## config.mk

```make
export PLATFORM = sky130hd
export DESIGN_NAME = spawn_controller_flat
export DESIGN_NICKNAME = d
export VERILOG_FILES = /design/src/rtl/spawn_if.sv /design/src/rtl/spawn_controller.sv /design/src/flat_wrapper.sv
export SDC_FILE = /design/constraint.sdc
export NUM_CORES = 1
export LEC_CHECK = 0
export BUFFER_PORTS_ARGS = -buffer_cell sky130_fd_sc_hd__buf_2
export CORE_ASPECT_RATIO = 1.25
export CORE_UTILIZATION = 34
export DETAILED_ROUTE_END_ITERATION = 8
export GPL_TIMING_DRIVEN = 0
export SLEW_MARGIN = 10
export SYNTH_ARGS = -nofsm -noshare
export SYNTH_HDL_FRONTEND = slang
export SYNTH_SLANG_ARGS = --single-unit
```

## constraint.sdc

```tcl
create_clock -name clk -period 4 [get_ports clk]
set_clock_uncertainty 0.15 [all_clocks]
set_input_delay 0.8 -clock clk [delete_from_list [all_inputs] [get_ports clk]]
set_output_delay 0.8 -clock clk [all_outputs]
set_load 0.01 [all_outputs]
```

## src/rtl/spawn_if.sv

```systemverilog
// Handshake bundle between the game FSM (master) and spawn_controller (slave).
// Commands are single-cycle strobes; results are valid while done is high.
interface spawn_if;
  logic                   cmd_new_game;
  logic                   cmd_spawn;
  logic [0:3][0:3][3:0]   grid_in;
  logic [1:0]             rand_x;
  logic [1:0]             rand_y;
  logic [2:0]             rand_v;
  logic [0:3][0:3][3:0]   grid_out;
  logic                   busy;
  logic                   done;
  logic                   spawned;
  logic                   full;
  logic [1:0]             state_dbg;

  modport master (
    output cmd_new_game, cmd_spawn, grid_in, rand_x, rand_y, rand_v,
    input  grid_out, busy, done, spawned, full, state_dbg
  );

  modport slave (
    input  cmd_new_game, cmd_spawn, grid_in, rand_x, rand_y, rand_v,
    output grid_out, busy, done, spawned, full, state_dbg
  );
endinterface

```

## src/rtl/spawn_controller.sv

```systemverilog
// Tile spawner for the 4x4 grid: random tries, then a row-major fallback scan.
// Optional macro SPAWN_FOUR_EN: rand_v==0 spawns TILE_VAL+1 instead of TILE_VAL.
module spawn_controller #(
  parameter int MAX_TRIES = 4,
  parameter int TILE_VAL  = 1
) (
  input logic     clk,
  input logic     rst,
  spawn_if.slave  sif
);
  typedef enum logic [1:0] {IDLE = 2'd0, TRY = 2'd1, SCAN = 2'd2, DONE = 2'd3} state_t;
  typedef logic [0:3][0:3][3:0] grid_t;

  localparam logic [3:0] TILE      = 4'(TILE_VAL);
  localparam logic [3:0] LAST_TRY  = 4'(MAX_TRIES - 1);

  state_t      state;
  grid_t       work;
  logic [3:0]  tries;
  logic [3:0]  idx;
  logic [1:0]  remaining;
  logic        placed;

  logic [1:0]  cur_x, cur_y;
  logic        cell_empty;
  logic [3:0]  tile;
  grid_t       work_placed;
  logic [1:0]  rem_dec;

  always_comb begin
    cur_x       = (state == SCAN) ? idx[3:2] : sif.rand_x;
    cur_y       = (state == SCAN) ? idx[1:0] : sif.rand_y;
    cell_empty  = (work[cur_x][cur_y] == 4'd0);
`ifdef SPAWN_FOUR_EN
    tile        = (sif.rand_v == 3'b000) ? TILE + 4'd1 : TILE;
`else
    tile        = TILE;
`endif
    work_placed = work;
    work_placed[cur_x][cur_y] = tile;
    rem_dec     = remaining - 2'd1;
  end

`ifndef SPAWN_FOUR_EN
  logic unused_rand_v;
  assign unused_rand_v = ^sif.rand_v;
`endif

  assign sif.state_dbg = state;

  always_ff @(posedge clk or negedge rst) begin
    if (!rst) begin
      state        <= IDLE;
      work         <= '0;
      tries        <= 4'd0;
      idx          <= 4'd0;
      remaining    <= 2'd0;
      placed       <= 1'b0;
      sif.grid_out <= '0;
      sif.busy     <= 1'b0;
      sif.done     <= 1'b0;
      sif.spawned  <= 1'b0;
      sif.full     <= 1'b0;
    end else begin
      case (state)
        IDLE: begin
          if (sif.cmd_new_game || sif.cmd_spawn) begin
            work      <= sif.cmd_new_game ? '0 : sif.grid_in;
            remaining <= sif.cmd_new_game ? 2'd2 : 2'd1;
            tries     <= 4'd0;
            idx       <= 4'd0;
            placed    <= 1'b0;
            sif.full  <= 1'b0;
            sif.busy  <= 1'b1;
            state     <= TRY;
          end
        end
        TRY: begin
          if (cell_empty) begin
            work      <= work_placed;
            placed    <= 1'b1;
            tries     <= 4'd0;
            remaining <= rem_dec;
            if (rem_dec == 2'd0) begin
              // Results are registered on the way into DONE so they are visible with done.
              sif.grid_out <= work_placed;
              sif.spawned  <= 1'b1;
              sif.done     <= 1'b1;
              state        <= DONE;
            end
          end else if (tries == LAST_TRY) begin
            idx   <= 4'd0;
            state <= SCAN;
          end else begin
            tries <= tries + 4'd1;
          end
        end
        SCAN: begin
          if (cell_empty) begin
            work      <= work_placed;
            placed    <= 1'b1;
            remaining <= rem_dec;
            if (rem_dec == 2'd0) begin
              sif.grid_out <= work_placed;
              sif.spawned  <= 1'b1;
              sif.done     <= 1'b1;
              state        <= DONE;
            end else begin
              tries <= 4'd0;
              state <= TRY;
            end
          end else if (idx == 4'd15) begin
            sif.grid_out <= work;
            sif.spawned  <= placed;
            sif.full     <= 1'b1;
            sif.done     <= 1'b1;
            state        <= DONE;
          end else begin
            idx <= idx + 4'd1;
          end
        end
        DONE: begin
          sif.done <= 1'b0;
          sif.busy <= 1'b0;
          state    <= IDLE;
        end
        default: state <= IDLE;
      endcase
    end
  end
endmodule

```

## src/flat_wrapper.sv

```systemverilog
// flat-port wrapper written by rule: the top's interface ports become plain ports
module spawn_controller_flat 
#(
  parameter int MAX_TRIES = 4,
  parameter int TILE_VAL  = 1
)
  (clk, rst, sif_cmd_new_game, sif_cmd_spawn, sif_grid_in, sif_rand_x, sif_rand_y, sif_rand_v, sif_grid_out, sif_busy, sif_done, sif_spawned, sif_full, sif_state_dbg);
  spawn_if sif_i ();
  input logic clk;
  input logic rst;
  input wire logic [$bits(sif_i.cmd_new_game)-1:0] sif_cmd_new_game;
  input wire logic [$bits(sif_i.cmd_spawn)-1:0] sif_cmd_spawn;
  input wire logic [$bits(sif_i.grid_in)-1:0] sif_grid_in;
  input wire logic [$bits(sif_i.rand_x)-1:0] sif_rand_x;
  input wire logic [$bits(sif_i.rand_y)-1:0] sif_rand_y;
  input wire logic [$bits(sif_i.rand_v)-1:0] sif_rand_v;
  output wire logic [$bits(sif_i.grid_out)-1:0] sif_grid_out;
  output wire logic [$bits(sif_i.busy)-1:0] sif_busy;
  output wire logic [$bits(sif_i.done)-1:0] sif_done;
  output wire logic [$bits(sif_i.spawned)-1:0] sif_spawned;
  output wire logic [$bits(sif_i.full)-1:0] sif_full;
  output wire logic [$bits(sif_i.state_dbg)-1:0] sif_state_dbg;
  assign sif_i.cmd_new_game = sif_cmd_new_game;
  assign sif_i.cmd_spawn = sif_cmd_spawn;
  assign sif_i.grid_in = sif_grid_in;
  assign sif_i.rand_x = sif_rand_x;
  assign sif_i.rand_y = sif_rand_y;
  assign sif_i.rand_v = sif_rand_v;
  assign sif_grid_out = sif_i.grid_out;
  assign sif_busy = sif_i.busy;
  assign sif_done = sif_i.done;
  assign sif_spawned = sif_i.spawned;
  assign sif_full = sif_i.full;
  assign sif_state_dbg = sif_i.state_dbg;
  spawn_controller #(.MAX_TRIES(MAX_TRIES), .TILE_VAL(TILE_VAL)) u_core (.clk(clk), .rst(rst), .sif(sif_i));
endmodule
```

==> run_results.csv <==
group,metric,value,unit
sta,finalHoldViolCount,0,
floorplanning,start_util,35.1,%
global_routing,antenna_found_initial,2,
yosys,netlist_top_cells_count,"dfrtp_1, a22o_1, nand2_1, inv_1, a22oi_1",
global_routing,gr-total-overflow,0,
drt,drt_wl_total,19600,um
sta,hold_slack,199,ps
sta,fin_crit_sh,89.6,%
placed_design,place_hpwl,14400,um
yosys,netlist.area_leader.share,56.4,%
sta,fin_setup_tns,0,ps
setup_path,crit_chain,"inv_1, ha_1, mux2_4, buf_6, mux2i_1, a22oi_1, nand4_4, nor2_4, or2_1, buf_2, buf_4, a2bb2oi_1",
min_path,min_path_type,"in2async",
setup_path,crit_path_end_kind,"flip-flop",
clocking,root_buffer,"clkbuf_16",
placed_design,gp_congestion,0.890,
yosys,synth_area,6430,um^2
global_routing,grt_max_degree,82,
pwr,seqPwrFrac,33.4,%
sta,worst_pin_slew,772,ps
setup_path,worstSetupStartpointType,"flip-flop",
yosys,yosysSeqAreaShare,56.4,%
yosys,syn-instance-count,558,
pwr,p_switching,2970,uW
sta,setup_viol,0,
clocking,clock-sinks,145,
clocking,tritoncts,"built",
drt,drcViolationCount,22,
clocking,clockBufferDepth,2,
drt,vias,5316,
yosys,synth_edf_count,0,
sta,fmax,279,MHz
sta,period_needed,3580,ps
setup_path,critical-path-slowest-cell,"dfrtp_1",
drt,drt-pass1-iter-count,7,
pwr,irDropWorstVdd,0.000362,V
run_status,status,"complete, but fails checks",
yosys,yosysUniqueCellTypes,45,
clocking,clkSlewWorstSetupHoldPaths,60,ps
placed_design,placed_area,7460,um^2
setup_path,cp_max_fo,10,
yosys,synthArstFlopShare,100,%
pwr,total_leakage_power,0.00416,uW
global_routing,grtUsageTotal,20.8,%
pwr,p_per_area,921,nW/um^2
setup_path,cp_top_family,"buffers and inverters",
pwr,swShare,39.8,%
drt,drtIter0Drc,301,
floorplanning,core_area,18300,um^2
setup_path,critPathKind,"reg2reg",
global_routing,grt_pass1_wl,30500,um
floorplanning,die-area,19500,um^2
yosys,syn-mean-instance-area,11.5,um^2
clocking,hold_buffers,0,
sta,rsz0062_at_grt,"false",
cells_and_area,layout-drive-gt1-share,27.2,%
setup_path,critPathMaxStageDelay,420,ps
run_status,violations,"DRC",
floorplanning,rows,55,
clocking,cts_resized,0,
floorplanning,io_pins,145,
cells_and_area,stdcell_area,8120,um^2
flow_run,drv_cap,0,
yosys,synth.most_common_cell,"dfrtp_1",
clocking,cts_setup_buffers,0,
placed_design,io_buffers,141,
yosys,synth_fp_nets,641,
yosys,synth_area_leader_cell,"dfrtp_1",
floorplanning,die_h,156,um
drt,routed_via_density,5.53,
setup_path,path_buf_inv,4,
cells_and_area,nets,802,
sta,slew_violations,0,
pwr,p_comb_share,42.9,%
yosys,synth_ff_type,"dfrtp_1",
sta,timing.slew.headroom,48.3,%
yosys,yosysWarningCount,0,
setup_path,cp.arrival,3770,ps
yosys,synthTopCellsByArea,"dfrtp_1, a22o_1, nand2_1",
clocking,h-tree-depth,4,
drt,antenna_left,0,
floorplanning,die_x,125,um
pwr,power.share.clock,23.7,%
drt,routedWlPerCell,20.4,um
clocking,cts_buffers,17,
setup_path,critPathRequiredTime,4190,ps
yosys,yosys_register_bits,145,
clocking,worstSkewPairLatency,430,ps
cells_and_area,syn2layout_area_growth,26.2,%
pwr,p_int,4500,uW
global_routing,grt_pass1_vias,5529,
layout make-up:
cell class	count	area, um^2
Antenna cell	1	2.50
Buffer	26	153
Clock buffer	17	425
Clock inverter	15	231
Fill cell	1746	10200
Inverter	27	101
Multi-Input combinational cell	360	2550
Sequential cell	145	3630
Tap cell	228	285
Timing Repair Buffer	142	739
worst paths after layout:
check / start / to / slack (ps) / cells past startpoint
max: u_core.sif.state_dbg[0] / u_core.sif.grid_out[20] / 420 / 12
min: rst / u_core.sif.grid_out[45] / 200 / 1
max reg2reg: u_core.sif.state_dbg[0] / u_core.sif.grid_out[20] / 420 / 12
min reg2reg: u_core.sif.grid_out[13] / u_core.sif.grid_out[13] / 340 / 1
max in group asynchronous: rst / u_core.tries[0] / 2640 / 2
min in group clk: u_core.sif.grid_out[13] / u_core.sif.grid_out[13] / 340 / 1
state kept, by name (all words and copies together) (netlist names):
register	cells
u_core.sif.busy	1
u_core.sif.full	1
u_core.sif.done	1
u_core.sif.state_dbg	2
u_core.placed	1
u_core.sif.grid_out	64
u_core.tries	4
u_core.work	64
u_core.sif.spawned	1
u_core.remaining	2
u_core.idx	4
power by group through the flow:
stage | Combinational, uW | Clock (uW) | Sequential (uW)
2_1_floorplan | 2020 | 0 | 2530
3_3_place_gp | 3110 | 0 | 2490
3_5_place_dp | 3210 | 0 | 2510
4_1_cts | 3220 | 1790 | 2490
5_1_grt | 3510 | 1850 | 2570
6_report | 3210 | 1770 | 2500
through the flow:
stage,setup WS (ps),cells,total power [uW],util (%)
floorplan,1030,558,4550,-
global placement,20.3,927,5590,40.6
detailed placement,458,928,5720,40.7
CTS,425,960,7500,44.3
global route,215,961,7930,44.3
finish,415,961,7480,44.3
cell families (layout without fill, tap and decap cells):
group	count (synthesis)	in the layout	synth area share, %
buf+inv	53	227	3.95
fa+ha+maj	8	8	1.56
compound gates	195	195	24.1
flops	145	145	56.4
simple gates	140	140	11.2
other cells	0	1	0
mux	17	17	2.82
metal layers:
layer	vias up	track usage [%]	share of wire, %
met5	-	0	0.066
met4	2	10.8	3.6
met3	44	3.60	4.8
met2	181	34.9	49
met1	2670	25.6	43
li1	2419	-	-
placed cells by master (no fill, tap or decap), types with 2 or more instances in the layout:
| cell type | n |
|---|---|
| mux2i_1 | 13 |
| o31a_1 | 2 |
| nor2_1 | 19 |
| a21oi_1 | 17 |
| a22o_1 | 98 |
| o2bb2ai_1 | 4 |
| clkinv_4 | 3 |
| mux2_2 | 2 |
| o21ai_0 | 10 |
| a21o_1 | 16 |
| or3b_1 | 2 |
| nand3b_1 | 3 |
| ha_1 | 8 |
| bufinv_16 | 5 |
| a22oi_1 | 20 |
| nand3_1 | 5 |
| buf_4 | 2 |
| a31oi_1 | 5 |
| buf_2 | 148 |
| inv_1 | 27 |
| clkinv_2 | 2 |
| nor2b_1 | 3 |
| nor4_1 | 17 |
| buf_6 | 6 |
| dfrtp_1 | 145 |
| a2bb2oi_1 | 17 |
| nand2b_1 | 19 |
| nor2_4 | 2 |
| nor3_1 | 3 |
| inv_6 | 3 |
| clkbuf_16 | 17 |
| clkbuf_1 | 10 |
| and2_1 | 3 |
| nand2_1 | 57 |
(Power assumes the default switching activity.)
